--- config.mk ---
export PLATFORM = sky130hd
export DESIGN_NAME = tank_bullet
export DESIGN_NICKNAME = d
export VERILOG_FILES = /design/src/rtl/tank_pkg.sv /design/src/rtl/bullet_step.sv /design/src/rtl/tank_bullet.sv
export SDC_FILE = /design/constraint.sdc
export NUM_CORES = 1
export LEC_CHECK = 0
export BUFFER_PORTS_ARGS = -buffer_cell sky130_fd_sc_hd__buf_2
export CORE_ASPECT_RATIO = 1.5
export CORE_MARGIN = 2
export CORE_UTILIZATION = 45
export CTS_CLUSTER_SIZE = 16
export DETAILED_ROUTE_END_ITERATION = 8
export PLACE_DENSITY = 0.74
export SLEW_MARGIN = 20
export SYNTH_ARGS = -nofsm -noshare
export SYNTH_HDL_FRONTEND = slang
export SYNTH_SLANG_ARGS = --single-unit
--- constraint.sdc ---
create_clock -name clk_50MHz -period 5.27 [get_ports clk_50MHz]
set_input_delay 0.2635 -clock clk_50MHz [delete_from_list [all_inputs] [get_ports clk_50MHz]]
set_output_delay 0.2635 -clock clk_50MHz [all_outputs]
set_load 0.1 [all_outputs]
--- src/rtl/tank_pkg.sv ---
// Shared types and field geometry for the tank game blocks.
// Holds the facing-direction enum, the bullet life-cycle states and the
// play-field / sprite dimensions. No ports; imported by the bullet logic.
package tank_pkg;

    typedef enum logic [1:0] {
        UP    = 2'd0,
        DOWN  = 2'd1,
        LEFT  = 2'd2,
        RIGHT = 2'd3
    } dir_t;

    typedef enum logic [1:0] {
        S_IDLE  = 2'd0,
        S_FLY   = 2'd1,
        S_BURST = 2'd2,
        S_COOL  = 2'd3
    } bullet_state_t;

    localparam int FIELD_W     = 640;
    localparam int FIELD_H     = 480;
    localparam int TILE_SIZE   = 32;
    localparam int BULLET_SIZE = 4;

    // A bullet leaves from the middle of the tile side it faces.
    localparam int SPAWN_MID   = (TILE_SIZE - BULLET_SIZE) / 2;
    // Offset of the last bullet-sized slot inside a tile (bottom/right edge).
    localparam int SPAWN_FAR   = TILE_SIZE - BULLET_SIZE;

endpackage

--- src/rtl/bullet_step.sv ---
// Combinational one-step mover for a 4x4 bullet box.
// Ports:
//   pos_x_i/pos_y_i : current box top-left corner
//   dir_i           : direction of travel (dir_t encoding)
//   step_i          : pixels to move (1..8)
//   next_x_o/y_o    : moved corner (only meaningful when oob_o is 0)
//   oob_o           : the move would leave the play field
// The bound test is made on the unmoved position with 11-bit sums, so the
// subtraction for up/left can never wrap into a bogus in-field value.
module bullet_step
    import tank_pkg::*;
(
    input  logic [9:0] pos_x_i,
    input  logic [9:0] pos_y_i,
    input  logic [1:0] dir_i,
    input  logic [3:0] step_i,
    output logic [9:0] next_x_o,
    output logic [9:0] next_y_o,
    output logic       oob_o
);

    logic [10:0] pos_x_w;
    logic [10:0] pos_y_w;
    logic [10:0] step_w;
    logic [10:0] far_x_w;
    logic [10:0] far_y_w;
    logic [9:0]  step10_w;

    assign pos_x_w  = {1'b0, pos_x_i};
    assign pos_y_w  = {1'b0, pos_y_i};
    assign step_w   = {7'd0, step_i};
    assign step10_w = {6'd0, step_i};
    // Far edge of the box after the move, for down/right bound tests.
    assign far_x_w  = pos_x_w + 11'(BULLET_SIZE) + step_w;
    assign far_y_w  = pos_y_w + 11'(BULLET_SIZE) + step_w;

    always_comb begin
        next_x_o = pos_x_i;
        next_y_o = pos_y_i;
        oob_o    = 1'b0;
        case (dir_t'(dir_i))
            UP: begin
                oob_o    = (pos_y_w < step_w);
                next_y_o = pos_y_i - step10_w;
            end
            DOWN: begin
                oob_o    = (far_y_w > 11'(FIELD_H));
                next_y_o = pos_y_i + step10_w;
            end
            LEFT: begin
                oob_o    = (pos_x_w < step_w);
                next_x_o = pos_x_i - step10_w;
            end
            RIGHT: begin
                oob_o    = (far_x_w > 11'(FIELD_W));
                next_x_o = pos_x_i + step10_w;
            end
            default: begin
                oob_o = 1'b0;
            end
        endcase
    end

endmodule

--- src/rtl/tank_bullet.sv ---
// One tank's bullet: spawn on fire, fly once per frame, explode, cool down.
// Ports:
//   clk_50MHz, reset      : clock, async active-high reset
//   refresh_tick          : one-cycle frame pulse, paces motion and timers
//   fire                  : fire request, honoured only in IDLE
//   x_shooter/y_shooter   : shooter tile top-left, dir_shooter its facing
//   hit                   : a consumer saw the bullet collide (FLY only)
//   x, y                  : VGA pixel being drawn
//   x_bullet/y_bullet     : bullet box corner (impact point during BURST,
//                           parked coordinates in IDLE/COOL)
//   bullet_active         : high while flying
//   bullet_on / burst_on  : pixel lies in the bullet / explosion box
//   shot_fired            : one-cycle pulse when a bullet spawns
module tank_bullet
    import tank_pkg::*;
#(
    parameter int         SPEED          = 4,
    parameter int         BURST_TICKS    = 8,
    parameter int         COOLDOWN_TICKS = 16,
    parameter logic [9:0] PARK_X         = 10'd0,
    parameter logic [9:0] PARK_Y         = 10'd0
) (
    input  logic       clk_50MHz,
    input  logic       reset,
    input  logic       refresh_tick,
    input  logic       fire,
    input  logic [9:0] x_shooter,
    input  logic [9:0] y_shooter,
    input  logic [1:0] dir_shooter,
    input  logic       hit,
    input  logic [9:0] x,
    input  logic [9:0] y,
    output logic [9:0] x_bullet,
    output logic [9:0] y_bullet,
    output logic       bullet_active,
    output logic       bullet_on,
    output logic       burst_on,
    output logic       shot_fired
);

    localparam logic [7:0] BURST_LAST = 8'(BURST_TICKS - 1);
    localparam logic [7:0] COOL_LAST  = 8'(COOLDOWN_TICKS - 1);

    bullet_state_t state_q, state_d;
    logic [9:0]    x_q, x_d;
    logic [9:0]    y_q, y_d;
    logic [1:0]    dir_q, dir_d;
    logic [7:0]    cnt_q, cnt_d;
    logic          shot_q, shot_d;

    logic [9:0]    base_x, base_y;
    logic [9:0]    clamp_x, clamp_y;
    logic [9:0]    spawn_x, spawn_y;
    logic          spawn_oob;
    logic [9:0]    move_x, move_y;
    logic          move_oob;

    // The spawn point is found by stepping BULLET_SIZE pixels out of the
    // shooter tile from the slot touching the facing side, which reuses
    // the mover's bound check for spawn under/overflow. On overflow the
    // explosion is pinned to the field edge the shooter was facing.
    always_comb begin
        base_x  = x_shooter;
        base_y  = y_shooter;
        clamp_x = x_shooter;
        clamp_y = y_shooter;
        case (dir_t'(dir_shooter))
            UP: begin
                base_x  = x_shooter + 10'(SPAWN_MID);
                clamp_x = base_x;
                clamp_y = 10'd0;
            end
            DOWN: begin
                base_x  = x_shooter + 10'(SPAWN_MID);
                base_y  = y_shooter + 10'(SPAWN_FAR);
                clamp_x = base_x;
                clamp_y = 10'(FIELD_H - BULLET_SIZE);
            end
            LEFT: begin
                base_y  = y_shooter + 10'(SPAWN_MID);
                clamp_x = 10'd0;
                clamp_y = base_y;
            end
            RIGHT: begin
                base_x  = x_shooter + 10'(SPAWN_FAR);
                base_y  = y_shooter + 10'(SPAWN_MID);
                clamp_x = 10'(FIELD_W - BULLET_SIZE);
                clamp_y = base_y;
            end
            default: begin
                base_x = x_shooter;
            end
        endcase
    end

    bullet_step u_spawn_step (
        .pos_x_i  (base_x),
        .pos_y_i  (base_y),
        .dir_i    (dir_shooter),
        .step_i   (4'(BULLET_SIZE)),
        .next_x_o (spawn_x),
        .next_y_o (spawn_y),
        .oob_o    (spawn_oob)
    );

    bullet_step u_move_step (
        .pos_x_i  (x_q),
        .pos_y_i  (y_q),
        .dir_i    (dir_q),
        .step_i   (4'(SPEED)),
        .next_x_o (move_x),
        .next_y_o (move_y),
        .oob_o    (move_oob)
    );

    // State and datapath registers; reset parks the bullet immediately.
    always_ff @(posedge clk_50MHz or posedge reset) begin
        if (reset) begin
            state_q <= S_IDLE;
            x_q     <= PARK_X;
            y_q     <= PARK_Y;
            dir_q   <= 2'd0;
            cnt_q   <= 8'd0;
            shot_q  <= 1'b0;
        end else begin
            state_q <= state_d;
            x_q     <= x_d;
            y_q     <= y_d;
            dir_q   <= dir_d;
            cnt_q   <= cnt_d;
            shot_q  <= shot_d;
        end
    end

    // Next-state logic. In FLY a hit wins over the frame move, and an
    // out-of-bounds move enters BURST without moving. The shared counter
    // restarts on every state change and counts frames in BURST and COOL.
    always_comb begin
        state_d = state_q;
        x_d     = x_q;
        y_d     = y_q;
        dir_d   = dir_q;
        cnt_d   = cnt_q;
        shot_d  = 1'b0;
        case (state_q)
            S_IDLE: begin
                if (fire) begin
                    dir_d  = dir_shooter;
                    shot_d = 1'b1;
                    cnt_d  = 8'd0;
                    if (spawn_oob) begin
                        state_d = S_BURST;
                        x_d     = clamp_x;
                        y_d     = clamp_y;
                    end else begin
                        state_d = S_FLY;
                        x_d     = spawn_x;
                        y_d     = spawn_y;
                    end
                end
            end
            S_FLY: begin
                if (hit) begin
                    state_d = S_BURST;
                    cnt_d   = 8'd0;
                end else if (refresh_tick) begin
                    if (move_oob) begin
                        state_d = S_BURST;
                        cnt_d   = 8'd0;
                    end else begin
                        x_d = move_x;
                        y_d = move_y;
                    end
                end
            end
            S_BURST: begin
                if (refresh_tick) begin
                    if (cnt_q == BURST_LAST) begin
                        state_d = S_COOL;
                        cnt_d   = 8'd0;
                        x_d     = PARK_X;
                        y_d     = PARK_Y;
                    end else begin
                        cnt_d = cnt_q + 8'd1;
                    end
                end
            end
            S_COOL: begin
                if (refresh_tick) begin
                    if (cnt_q == COOL_LAST) begin
                        state_d = S_IDLE;
                        cnt_d   = 8'd0;
                    end else begin
                        cnt_d = cnt_q + 8'd1;
                    end
                end
            end
            default: begin
                state_d = S_IDLE;
            end
        endcase
    end

    logic [10:0] px_w, py_w, bx_w, by_w;
    logic [10:0] burst_lo_x, burst_lo_y;

    assign px_w       = {1'b0, x};
    assign py_w       = {1'b0, y};
    assign bx_w       = {1'b0, x_q};
    assign by_w       = {1'b0, y_q};
    // Explosion box starts 6 pixels up/left of the impact, floored at 0.
    assign burst_lo_x = (bx_w < 11'd6) ? 11'd0 : bx_w - 11'd6;
    assign burst_lo_y = (by_w < 11'd6) ? 11'd0 : by_w - 11'd6;

    // Output decode from registered state and the current pixel.
    always_comb begin
        bullet_active = (state_q == S_FLY);
        bullet_on     = (state_q == S_FLY)
                        && (px_w >= bx_w) && (px_w <= bx_w + 11'd3)
                        && (py_w >= by_w) && (py_w <= by_w + 11'd3);
        burst_on      = (state_q == S_BURST)
                        && (px_w >= burst_lo_x) && (px_w <= bx_w + 11'd9)
                        && (py_w >= burst_lo_y) && (py_w <= by_w + 11'd9);
    end

    assign x_bullet   = x_q;
    assign y_bullet   = y_q;
    assign shot_fired = shot_q;

endmodule

* Word-level counts from Yosys, hierarchy flattened
Index checks and enable logic that the tools add are counted.
** Storage, ports and cells
- Bits in registers :: 33
- Bits of input ports :: 47
- Output and inout port bits :: 24
** Operators by class
- $add $sub $neg :: 27
- $lt $le $gt $ge :: 18
- Equality and inequality tests :: 23
- Multiplexer cells :: 47
- Reductions and logical operators :: 19
** Operator list (count)
- 2-to-1 mux 10 bit :: 12
- case mux 10 bit (2 select lines) :: 6
- case mux 10 bit (3 select lines) :: 4
- 2-to-1 mux 8 bit :: 8
- less-than comparator 10 x 3 -> 1 bit (second input constant) :: 6
- adder 10 x 3 -> 11 bit (second input constant) :: 4
- adder 11 x 3 -> 11 bit (second input constant) :: 4
- less-or-equal comparator 10 x 11 -> 1 bit :: 4
- adder 10 x 3 -> 10 bit (second input constant) :: 4
- subtractor 10 x 3 -> 10 bit (second input constant) :: 4
- case mux 8 bit (4 select lines) :: 1
- adder 10 x 2 -> 11 bit (second input constant) :: 2
- adder 10 x 4 -> 11 bit (second input constant) :: 2
- greater-or-equal comparator 10 x 11 -> 1 bit :: 2
- greater-than comparator 11 x 10 -> 1 bit (second input constant) :: 2
- greater-than comparator 11 x 9 -> 1 bit (second input constant) :: 2
- 2-to-1 mux 11 bit :: 2
- subtractor 10 x 3 -> 11 bit (second input constant) :: 2
- adder 10 x 4 -> 10 bit (second input constant) :: 2
- adder 10 x 5 -> 10 bit (second input constant) :: 2
- greater-or-equal comparator 10 bit :: 2
- 2-to-1 mux 2 bit :: 9
- != test 2 bit (second input constant) :: 8
- AND reduction 8 bit :: 2
- 18 further kinds :: 38

* Depth between registers and ports, before layout
- Depth in word-level cells :: 10
- Gate-level depth with buffers :: 19
- Depth with buffers taken out :: 17

* Cells and area by module
From an unflattened synthesis, not the netlist that was laid out.
** Second synthesis, totals
- Cells, all modules :: 1165
- Area total of the unflattened synthesis :: 8768.4 sq um
** Modules (own cells, without submodules)
- tank_bullet :: instances 1, cells each 699, area each 5330.1 sq um, sequential area each 825.8 sq um
- bullet_step :: instances 2, cells each 233, area each 1719.1 sq um, sequential area each 0.0 sq um

* Least setup slack after synthesis
OpenSTA, ideal clock, no wires.
- Path kind :: reg2out
- From :: register x_q[1], in the netlist x_bullet[1]
- To :: output port bullet_on
- Data arrival time :: 7.830 ns
- Setup slack :: -2.823 ns
- Stages on the path, launching flop included :: 14
- Buffers on the path :: 0
- Cell sequence :: dfrtp_1 inv_1 ha_1 ha_1 nor2b_1 o21a_1 o21a_1 o21a_1 o21a_1 o21a_1 o21a_1 o21ai_0 a221oi_1 a2111oi_0
** On the way
- Word-level cells in the longest chain between the ends :: 5
- Elaborated cells on any way between the ends :: 7
- Those cells by class :: add/sub: 1; order compare: 2; reduce/logical: 4
** RTL lines
- start, declared :: line tank_bullet.sv:45 : logic [9:0] x_q, x_d;
- start signal, assigned :: line tank_bullet.sv:120 : x_q <= PARK_X;
- start signal, assigned :: line tank_bullet.sv:127 : x_q <= x_d;
- adder 10 x 2 -> 11 bit / greater-or-equal comparator 10 bit (equally long branches) :: line tank_bullet.sv:219 : && (px_w >= bx_w) && (px_w <= bx_w + 11'd3)
- less-or-equal comparator 10 x 11 -> 1 bit / logical AND 1 bit (equally long branches) :: line tank_bullet.sv:219
- logical AND 1 bit * :: line tank_bullet.sv:219
- logical AND 1 bit * (2 in a row) :: line tank_bullet.sv:220 : && (py_w >= by_w) && (py_w <= by_w + 11'd3);
- end, declared :: line tank_bullet.sv:36 : output logic bullet_on,
Every way passes the cells marked *; elsewhere a longest branch is shown, timed or not.

* Worst setup path in the final report
- From :: register x_q[3], in the netlist x_bullet[3]
- To :: output port burst_on
** On the way
- Word-level cells in the longest chain between the ends :: 7
- Elaborated cells on any way between the ends :: 10
- Those cells by class :: add/sub: 2; order compare: 3; mux: 1; reduce/logical: 4
** RTL lines
- subtractor 10 x 3 -> 11 bit / less-than comparator 10 x 3 -> 1 bit (equally long branches) :: line tank_bullet.sv:212 : assign burst_lo_x = (bx_w < 11'd6) ? 11'd0 : bx_w - 11'd6;
- 2-to-1 mux 11 bit :: line tank_bullet.sv:212
- greater-or-equal comparator 10 x 11 -> 1 bit :: line tank_bullet.sv:222 : && (px_w >= burst_lo_x) && (px_w <= bx_w + 11'd9)
- logical AND 1 bit :: line tank_bullet.sv:222
- logical AND 1 bit * :: line tank_bullet.sv:222
- logical AND 1 bit * (2 in a row) :: line tank_bullet.sv:223 : && (py_w >= burst_lo_y) && (py_w <= by_w + 11'd9);
- end, declared :: line tank_bullet.sv:37 : output logic burst_on,
Marked as above.

==> metrics.md <==
| Metric | Value |
|---|---|
| # rows | between 50 and 60 |
| Port-buffer cells | 70 |
| Cell count after placement | ~1200 |
| DR iter-0 viols | 537 |
| Initial antenna violation count | 0 |
| Number of flops mapped to enable cells by yosys | 0 |
| Setup crit start kind | flop |
| Reg-to-Reg Start | x_bullet[3] |
| Floorplan core area | between 15000 and 20000 um^2 |
| Initial Util | 0.459 |
| P_leak | ~3.5 nW |
| DRC errors left | 0 |
| Gr ovfl total | 0 |
| Cts bufs inserted | 5 |
| TNS Setup | 0 ps |
| Slew Viols, Final | 0 |
| Async set-reset flop share out of synthesis | 1.00 |
| Tcrit/Tclk final | 0.899 |
| Flops & latches, synth | 33 |
| Clock transition at path regs | approximately 50 ps |
| Area growth, synth to finish | 9.24% |
| WL/cell | roughly 18 um |
| Largest net degree at the start of global routing | 36 |
| CP required | between 5000 and 6000 ps |
| Via/cell ratio | between 6 and 7 |
| Highest clock rate | ~210 MHz |
| Peak supply drop | between 0.0002 and 0.0003 V |
| Seq/Total Area, Yosys | 0.111 |
| CTS tree | done |
| All-Layer GR Usage | 0.248 |
| Cts repair resizes | 0 |
| Min-delay src | x_shooter[0] |
| Clk_lat worst skew | about 280 ps |
| Hold Slack | approximately 270 ps |
| Root buf cell | clkbuf_16 |
| Ys flop type | dfrtp_1 |
| CP arrival | between 4000 and 5000 ps |
| Worst reg-to-reg path cell count | 12 |
| Max Fanout on Critical Path | 12 |
| CP Class | reg -> out |
| Longest Clk Path Bufs | 2 |
| Worst-margin pin slew | 896 ps |
| Detailed Place HPWL | 17600 um |
| Post-route clock skew | between 4 and 5 ps |
| Pre-CTS setup slack | approximately 800 ps |
| Final Critical Period | 4740 ps |
| Die Y | roughly 160 um |
| Status | completed |
| Routed wire length | 21600 um |
| Synth Area per Inst | 7.57 um^2 |
| Critical Path End Type | primary output |
| Cells after synthesis | slightly below 1000 |
| CP most frequent cell | a21o_1 |
| Hold Crit Class | in -> reg |
| Antenna Violating Nets Remaining | 0 |
| Post-Layout Cell Count | roughly 1200 |
| Yosys warns | 0 |
| Total Power | about 0.0042 W |
| Synth Net Count | approximately 1200 |
| Critical-path cell list | inv_1 > ha_1 > and3_1 > nand2_1 > or3_1 > and2_1 > ha_1 > nand2b_1 > a21o_1 > a21o_1 > a21o_1 > a21o_1 > a211oi_1 > o21bai_1 > a21o_1 > a21oi_1 > nor4_4 > buf_2 |
| Post-synthesis cell area | around 7400 um^2 |
| Critical-path top delay cell | dfrtp_1 |
| Io pins | just over 70 |
| H-tree depth | 2 |
| RSZ-0062 raised after global routing | no |
| DRT Pass-1 Iters | 6 |
| Final hold vios | 0 |
| N_diodes | 0 |
| Max-slew headroom | 0.403 |
| Number of global-route vias before repair | 7190 |
| Final net count | 1200 |
| Die X | 109 um |
| Power Density | just over 500 nW/um^2 |
| Worst setup path startpoint | x_bullet[3] |
| Slack of the critical path | 530 ps |
| Max cap viols | 0 |
| Share of post-route cells with drive strength above 1 | 0.121 |
| Yosys cell types | 96 |
| Die area | 17600 um^2 |
| Placer Congestion | 1.01 |
| Hold path cells | 2 |
| Commonest non-fill, non-tap cell in the layout | ha_1 |
| Vias | ~7500 |
| Most frequent cells in the layout | ha_1, nand2_1, buf_2, nor2_1, xnor2_1 |
| Final setup fails | 0 |
| First-pass GRT wire length | between 30000 and 40000 um |
| # clock sinks | 33 |
| Crit-path max cell delay | 510 ps |
==> flip-flops by register name, summed over array words and instances (netlist names) <==
| name | flops |
|---|---|
| dir_q | 2 |
| cnt_q | 8 |
| shot_fired | 1 |
| x_bullet | 10 |
| state_q | 2 |
| y_bullet | 10 |
==> what timing repair did <==
item,4_1_cts,5_1_grt
hold endpoints to repair,1,0
setup buffers,0,0
hold buffers,1,0
==> cells in the mapped netlist (5+ instances only) <==
master    count  area share
and2_1       11      0.0093
ha_1        127        0.21
nand2b_1     18       0.015
a211oi_1      9      0.0091
xor2_1       15       0.018
a22oi_1       7      0.0071
a21o_1       12       0.012
nor2b_1      22       0.019
nand3_1      33       0.022
nand2_1      96       0.048
nor2_1       68       0.034
xnor2_1      63       0.074
nor3_1       20       0.013
nor4_1       10      0.0084
o21ai_0      52       0.035
o21ai_1       5      0.0034
inv_1        47       0.024
and3_1       16       0.013
a21oi_1      58       0.039
o21a_1       29       0.029
o22ai_1      10      0.0084
a211o_1       5      0.0059
o31ai_1       9      0.0091
mux2i_1       8       0.011
nand4_1      20       0.017
dfrtp_1      33        0.11
clkbuf_1     34       0.017
a31oi_1      19       0.016
==> cell families after synthesis <==
kind of cell | count (synthesis) | share of synthesized area
adder cells (fa/ha/maj) | 127 | 0.214
XOR/XNOR | 80 | 0.0962
flip-flops | 33 | 0.111
buffers and inverters | 97 | 0.0537
multiplexers | 13 | 0.0204
AO/OA/AOI/OAI | 283 | 0.266
AND/OR/NAND/NOR | 350 | 0.239
==> through the flow <==
| step | utilization | area [um^2] |
|---|---|---|
| CTS | 0.502 | 8120 |
| global placement | 0.491 | 7940 |
| global route | 0.502 | 8120 |
| floorplan | - | 7460 |
| detailed placement | 0.491 | 7940 |
| finish | 0.502 | 8120 |
==> layer usage <==
metal,global-route usage,routed length [um],vias up,share of wire
met3,0.0190,1020,65,0.047
met1,0.291,8610,3451,0.40
li1,-,-,3693,-
met5,0,0,-,0
met2,0.448,11100,254,0.51
met4,0.115,896,0,0.041
==> final timing paths <==
path | to | slack [ps]
worst max-delay path | burst_on | 530
worst min-delay path | x_bullet[0] | 270
worst max register to register | y_bullet[6] | 1210
worst min register to register | cnt_q[7] | 490
max in group asynchronous | x_bullet[3] | 4310
min in group asynchronous | shot_fired | 370
==> final cells by class <==
class / instances / area, um^2
Clock inverter: 1 / 30.0
Inverter: 51 / 191
Timing Repair Buffer: 82 / 443
Fill cell: 1619 / 8070
Clock buffer: 7 / 143
Multi-Input combinational cell: 853 / 6230
Tap cell: 206 / 258
Sequential cell: 33 / 826
==> power breakdown <==
part	internal, W	total [W]	switching (W)
clock	0.000236	0.000346	0.000110
sequential	0.000347	0.000563	0.000216
combinational	0.00115	0.00328	0.00213
total	0.00174	0.00419	0.00245
==> critical path, delay by kind of cell, from the launching register on <==
kind / cells / cell delay [ps]
adder cells (fa/ha/maj): 2 / 490
AO/OA/AOI/OAI: 8 / 1440
buffers and inverters: 2 / 580
flip-flops: 1 / 510
AND/OR/NAND/NOR: 6 / 1160
Note: power is estimated with default switching activity, not from simulation.
